`config.mk`:
```
export PLATFORM = sky130hd
export DESIGN_NAME = bnn_seq_engine
export DESIGN_NICKNAME = d
export VERILOG_FILES = /design/src/rtl/bnn_pkg.sv /design/src/rtl/bnn_xnor_neuron.sv /design/src/rtl/bnn_seq_engine.sv
export SDC_FILE = /design/constraint.sdc
export NUM_CORES = 1
export LEC_CHECK = 0
export ABC_AREA = 1
export CORE_UTILIZATION = 40
export CTS_CLUSTER_SIZE = 10
export DETAILED_ROUTE_END_ITERATION = 10
export PLACE_DENSITY = 0.53
export SLEW_MARGIN = 40
export SYNTH_ARGS = -nofsm -noshare
export SYNTH_HDL_FRONTEND = slang
export SYNTH_SLANG_ARGS = --single-unit
```
`constraint.sdc`:
```
create_clock -name clk -period 12.9 [get_ports clk]
set_input_delay 2.58 -clock clk [delete_from_list [all_inputs] [get_ports clk]]
set_output_delay 2.58 -clock clk [all_outputs]
set_load 0.01 [all_outputs]
```
`src/rtl/bnn_pkg.sv`:
```
// Shared types and derivation helpers for the time-multiplexed XNOR-popcount BNN engine.
package bnn_pkg;

    typedef enum logic [1:0] {
        ST_IDLE = 2'd0,
        ST_L1   = 2'd1,
        ST_L2   = 2'd2,
        ST_HOLD = 2'd3
    } state_t;

    function automatic int clog2(input int value);
        int r;
        r = 0;
        for (int i = 0; i < 31; i++) begin
            if ((1 << i) < value) r = i + 1;
        end
        return r;
    endfunction

    // Counters need at least one bit even when they only ever hold zero.
    function automatic int cnt_width(input int count);
        return (clog2(count) < 1) ? 1 : clog2(count);
    endfunction

    function automatic int max2(input int a, input int b);
        return (a > b) ? a : b;
    endfunction

    // Popcount width: large enough to hold the full fan-in of either layer.
    function automatic int calc_tw(input int n_in, input int n_hid);
        return clog2(max2(n_in, n_hid) + 1);
    endfunction

    function automatic int calc_tc(input int tw, input int ld_w);
        return (tw + ld_w - 1) / ld_w;
    endfunction

endpackage

```
`src/rtl/bnn_xnor_neuron.sv`:
```
// Combinational binary neuron: fires when popcount(x XNOR w) reaches the threshold.
module bnn_xnor_neuron #(
    parameter int N  = 8,
    parameter int TW = 4
) (
    input  logic [N-1:0]  i_x,
    input  logic [N-1:0]  i_w,
    input  logic [TW-1:0] i_thr,
    output logic          o_fire
);

    logic [N-1:0]  w_match;
    logic [TW-1:0] w_sum;

    assign w_match = ~(i_x ^ i_w);

    // NOTE: combinational accumulation uses blocking '=' with a default first,
    // so the loop builds a chain of adders and no latch is inferred.
    always_comb begin
        w_sum = '0;
        for (int i = 0; i < N; i++) begin
            w_sum = w_sum + TW'(w_match[i]);
        end
    end

    assign o_fire = (w_sum >= i_thr);

endmodule

```
`src/rtl/bnn_seq_engine.sv`:
```
// Two-layer BNN evaluated one neuron per cycle, with chunked runtime loading of weights/thresholds.
module bnn_seq_engine
    import bnn_pkg::*;
#(
    parameter int N_IN  = 8,
    parameter int N_HID = 8,
    parameter int N_OUT = 4,
    parameter int LD_W  = 4
) (
    input  logic             clk,
    input  logic             reset,
    input  logic             ena,
    input  logic             ld_valid,
    input  logic [LD_W-1:0]  ld_data,
    output logic             ld_ready,
    output logic             ld_done,
    input  logic             in_valid,
    input  logic [N_IN-1:0]  in_data,
    output logic             in_ready,
    output logic             out_valid,
    output logic [N_OUT-1:0] out_data,
    input  logic             out_ready
);

    localparam int TW  = calc_tw(N_IN, N_HID);
    localparam int TC  = calc_tc(TW, LD_W);
    localparam int WC1 = N_IN / LD_W;
    localparam int WC2 = N_HID / LD_W;
    localparam int NC1 = WC1 + TC;
    localparam int NC2 = WC2 + TC;
    localparam int NN  = N_HID + N_OUT;
    localparam int PW  = cnt_width(NN);
    localparam int CW  = cnt_width(max2(NC1, NC2));
    localparam int KW  = cnt_width(max2(N_HID, N_OUT));
    localparam int HW  = cnt_width(N_HID);
    localparam int OW  = cnt_width(N_OUT);

    // Parameter storage
    logic [N_IN-1:0]  r_w1   [N_HID];
    logic [TW-1:0]    r_thr1 [N_HID];
    logic [N_HID-1:0] r_w2   [N_OUT];
    logic [TW-1:0]    r_thr2 [N_OUT];

    // Control and datapath state
    state_t           r_state;
    logic [KW-1:0]    r_cnt;
    logic [N_IN-1:0]  r_x;
    logic [N_HID-1:0] r_hidden;
    logic [N_OUT-1:0] r_out_data;
    logic             r_out_valid;
    logic             r_ld_done;
    logic [PW-1:0]    r_ld_nrn;
    logic [CW-1:0]    r_ld_chk;

    logic             w_ld_fire;
    logic             w_in_fire;
    logic [CW-1:0]    w_chk_last;
    logic             w_fire1;
    logic             w_fire2;
    logic [N_IN-1:0]  w_w1_row;
    logic [TW-1:0]    w_thr1_row;
    logic [N_HID-1:0] w_w2_row;
    logic [TW-1:0]    w_thr2_row;

    assign ld_ready  = ena && (r_state == ST_IDLE);
    assign in_ready  = ena && (r_state == ST_IDLE) && !ld_valid;
    assign w_ld_fire = ld_valid && ld_ready;
    assign w_in_fire = in_valid && in_ready;

    assign ld_done   = r_ld_done;
    assign out_valid = r_out_valid;
    assign out_data  = r_out_data;

    assign w_chk_last = (r_ld_nrn < PW'(N_HID)) ? CW'(NC1 - 1) : CW'(NC2 - 1);

    // The shared neuron of each layer sees the row selected by the sequencing counter.
    assign w_w1_row   = r_w1[r_cnt[HW-1:0]];
    assign w_thr1_row = r_thr1[r_cnt[HW-1:0]];
    assign w_w2_row   = r_w2[r_cnt[OW-1:0]];
    assign w_thr2_row = r_thr2[r_cnt[OW-1:0]];

    bnn_xnor_neuron #(
        .N  (N_IN),
        .TW (TW)
    ) u_l1_neuron (
        .i_x    (r_x),
        .i_w    (w_w1_row),
        .i_thr  (w_thr1_row),
        .o_fire (w_fire1)
    );

    bnn_xnor_neuron #(
        .N  (N_HID),
        .TW (TW)
    ) u_l2_neuron (
        .i_x    (r_hidden),
        .i_w    (w_w2_row),
        .i_thr  (w_thr2_row),
        .o_fire (w_fire2)
    );

    always_ff @(posedge clk) begin
        if (reset) begin
            // NOTE: the weight/threshold arrays are flops, not SRAM, so they are
            // reset explicitly to give a usable default network after reset.
            for (int j = 0; j < N_HID; j++) begin
                r_w1[j]   <= '0;
                r_thr1[j] <= TW'(N_IN / 2);
            end
            for (int j = 0; j < N_OUT; j++) begin
                r_w2[j]   <= '0;
                r_thr2[j] <= TW'(N_HID / 2);
            end
            r_state     <= ST_IDLE;
            r_cnt       <= '0;
            r_x         <= '0;
            r_hidden    <= '0;
            r_out_data  <= '0;
            r_out_valid <= 1'b0;
            r_ld_done   <= 1'b0;
            r_ld_nrn    <= '0;
            r_ld_chk    <= '0;
        end else if (ena) begin
            r_ld_done <= 1'b0;

            if (w_ld_fire) begin
                // Chunk k of a neuron covers bits [k*LD_W +: LD_W]; threshold bits above TW are dropped.
                for (int j = 0; j < N_HID; j++) begin
                    if (r_ld_nrn == PW'(j)) begin
                        for (int b = 0; b < N_IN; b++) begin
                            if (r_ld_chk == CW'(b / LD_W)) r_w1[j][b] <= ld_data[b % LD_W];
                        end
                        for (int b = 0; b < TW; b++) begin
                            if (r_ld_chk == CW'(WC1 + b / LD_W)) r_thr1[j][b] <= ld_data[b % LD_W];
                        end
                    end
                end
                for (int j = 0; j < N_OUT; j++) begin
                    if (r_ld_nrn == PW'(N_HID + j)) begin
                        for (int b = 0; b < N_HID; b++) begin
                            if (r_ld_chk == CW'(b / LD_W)) r_w2[j][b] <= ld_data[b % LD_W];
                        end
                        for (int b = 0; b < TW; b++) begin
                            if (r_ld_chk == CW'(WC2 + b / LD_W)) r_thr2[j][b] <= ld_data[b % LD_W];
                        end
                    end
                end

                if (r_ld_chk == w_chk_last) begin
                    r_ld_chk <= '0;
                    if (r_ld_nrn == PW'(NN - 1)) begin
                        r_ld_nrn  <= '0;
                        r_ld_done <= 1'b1;
                    end else begin
                        r_ld_nrn <= r_ld_nrn + 1'b1;
                    end
                end else begin
                    r_ld_chk <= r_ld_chk + 1'b1;
                end
            end

            case (r_state)
                ST_IDLE: begin
                    if (w_in_fire) begin
                        r_x     <= in_data;
                        r_cnt   <= '0;
                        r_state <= ST_L1;
                    end
                end
                ST_L1: begin
                    r_hidden[r_cnt[HW-1:0]] <= w_fire1;
                    if (r_cnt == KW'(N_HID - 1)) begin
                        r_cnt   <= '0;
                        r_state <= ST_L2;
                    end else begin
                        r_cnt <= r_cnt + 1'b1;
                    end
                end
                ST_L2: begin
                    r_out_data[r_cnt[OW-1:0]] <= w_fire2;
                    if (r_cnt == KW'(N_OUT - 1)) begin
                        r_cnt       <= '0;
                        r_out_valid <= 1'b1;
                        r_state     <= ST_HOLD;
                    end else begin
                        r_cnt <= r_cnt + 1'b1;
                    end
                end
                ST_HOLD: begin
                    if (out_ready) begin
                        r_out_valid <= 1'b0;
                        r_state     <= ST_IDLE;
                    end
                end
                default: r_state <= ST_IDLE;
            endcase
        end
    end

endmodule
```
==> run summary <==
Layout Nets -> 1,100
Async S/R FF share, synth -> 0%
Seq pwr share -> 36.4%
crit share post-route -> 51.13%
maxcap violations -> 0
final hold vios -> 0
Num CTS Buffers -> 17
Avg Inst Size Synth -> 8.705 sq um
EDFF count, synth -> 144
unrepaired setup endpoints after global routing -> false
setup TNS -> 0 ps
die area -> 0.02322 sq mm
CTS tree -> built
final cell count without fillers -> 1,338
# diodes -> 0
Leak -> 4.117 nW
Final setup viols -> 0
Critical Path AT -> 4020 ps
Startpoint Class -> input port
combinational family with the most area after synthesis -> simple AND/OR/NAND/NOR gates
routability congestion estimate from global placement -> 0.7828
Clock power frac -> 27.7%
Final Skew -> 12.47 ps
Clock Tree Buf Depth -> 2
Final min period -> 6595 ps
initial drt markers -> 411
simple-gate area share of the yosys netlist -> 25.66%
most instantiated cells after synthesis -> 266 x nand2_1, 187 x nor2_1, 144 x edfxtp_1
core area -> 0.02203 sq mm
largest net degree at the start of global routing -> 73
Distinct cells, synth -> 28
multiplexer share of the synthesized area -> 0%
synthesized area -> 0.009045 sq mm
combinational fraction of design power -> 35.9%
ranking of synthesized cells by area -> edfxtp_1 48%, nand2_1 11%, dfxtp_1 8.0%
Clock transition at path regs -> 60 ps
dpl ws -> 6310 ps
Req. time, crit path -> 10,320 ps
CP Class -> in2out
register area share after synthesis -> 55.78%
clk sink count -> 180
Die Height -> 152.4 um
area growth from synthesis to layout -> 11.51%
Crit. End Element -> output port
total routing usage reported by global routing -> 19.08%
Via density -> 4.959
VDD IR max -> 73.80 uV
post-DP HPWL -> 14,200 um
Clk Tree Root Cell -> clkbuf_16
sw frac -> 36.95%
Synth Warn # -> 0
hold slack -> 442.1 ps
Final ANT Viol Nets -> 0
Min-Delay Path Class -> reg2reg
Synth top area share -> 47.81%
Fmax -> 151.6 MHz
cell count after synthesis -> 1,039
Post-Synth XOR/XNOR Area -> 0.9683%
Starting Density -> 41.06%
Tightest Pin Transition -> 800.4 ps
leading area contributor after synthesis -> edfxtp_1
H-tree Lvls -> 4
slew margin rel. -> 46.44%
Final Total Pwr -> 1.860 mW
FP Rows -> 54
DR DRC count -> 2
Die W -> 152.4 um
adder-cell share of the synthesized area -> 5.782%
ys flop type -> edfxtp_1
grt total ovfl -> 0
routed wire length per instance -> 15.87 um
number of global-route vias before repair -> 6,260
P_int -> 1.173 mW
Compound-Gate Fraction of Synth Area -> 4.551%
Routed WL -> 21,230 um
initial antenna violation count -> 0
vias post-DR -> 6,635
status -> finished with violations
first-pass GRT wire length -> 33,820 um
IO Port Bufs -> 25
post-route setup slack -> 6305 ps
failing checks -> design-rule violations
cts repair resizes -> 0
maximum fanout along the worst path -> 9
most frequent cell after synthesis -> nand2_1
placed cells -> 1,306
Slew Viols, Final -> 0
IO Pins -> 26
P_sw -> 687.2 uW
clk_lat worst skew -> 420 ps
FF+latch count, synth -> 180
Post-CTS Setup Bufs -> 0
syn_nets -> 1,094
router iterations before antenna repair -> 8
cts hold-fix bufs -> 0
layout cells sized above 1 -> 4.726%
Pwr Density -> 184.4 mW/mm^2
layout by cell type (no fill, tap or decap), drive strengths merged, types with 3 or more instances in the layout:
master,Yosys,layout
a21oi,24,24
nor2,189,189
clkbuf,25,18
xnor2,4,4
ha,29,29
o21ai,36,36
o21a,4,4
clkdlybuf4s50,0,25
edfxtp,144,144
a32o,3,3
clkinv,1,6
o211ai,6,6
dfxtp,36,36
nand3,102,102
fa,8,8
inv,120,125
nand4,11,11
xor2,6,6
buf,21,8
nand2,268,268
critical path, stage by stage:
cell and delay (ps):
clkdlybuf4s50_1 670, nand2_2 120, nor2_1 100, clkdlybuf4s50_1 530
flip-flops by register name, indices dropped and copies added (netlist names), named ones only:
name,cells
r_w1,64
r_thr1,32
r_w2,32
r_thr2,16
r_hidden,8
r_x,8
out_data,4
r_ld_nrn,4
r_cnt,3
r_ld_chk,2
r_state,2
ld_done,1
out_valid,1
path summary, 6_finish.rpt:
check | slack (ps) | end | cells past startpoint | from
min | 440 | out_valid | 2 | out_valid
max | 6300 | in_ready | 4 | ena
max reg2reg | 7250 | r_hidden[2] | 22 | flop
min reg2reg | 440 | out_valid | 2 | out_valid
kinds of logic after synthesis:
logic type               after synthesis
buffers and inverters                167
flip-flops                           180
AND/OR/NAND/NOR                      571
adder cells (fa/ha/maj)               37
AO/OA/AOI/OAI                         74
XOR/XNOR                              10
layer usage:
metal	global-route usage (%)	wire length (um)	vias to the layer above
li1	-	-	3378
met1	26.33	10320	3123
met2	30.96	9854	120
met3	3.271	833	14
met4	5.248	225	0
met5	0	0	-
power by group through the flow:
stage	registers (mW)	logic (mW)	clock network [mW]
finish	0.677	0.668	0.516
global route	0.681	0.792	0.549
CTS	0.677	0.684	0.526
global placement	0.690	0.665	0
detailed placement	0.690	0.678	0
floorplan	0.677	0.503	0
area by class of cell:
| class | instances | area, sq um |
|---|---|---|
| inverters | 121 | 454.2 |
| fillers | 2107 | 11940 |
| repair buffers | 33 | 310.3 |
| well taps | 280 | 350.3 |
| flip-flops and latches | 180 | 5046 |
| clock inverters | 14 | 152.6 |
| multi-input cells | 692 | 3343 |
| clock buffers | 18 | 429.2 |
per-stage QoR:
step / utilization, % / area, sq um
floorplan: - / 9045
global placement: 43.15 / 9504
detailed placement: 43.15 / 9504
CTS: 45.79 / 10090
global route: 45.79 / 10090
finish: 45.79 / 10090
No activity file was read; power rests on OpenSTA's default activity.
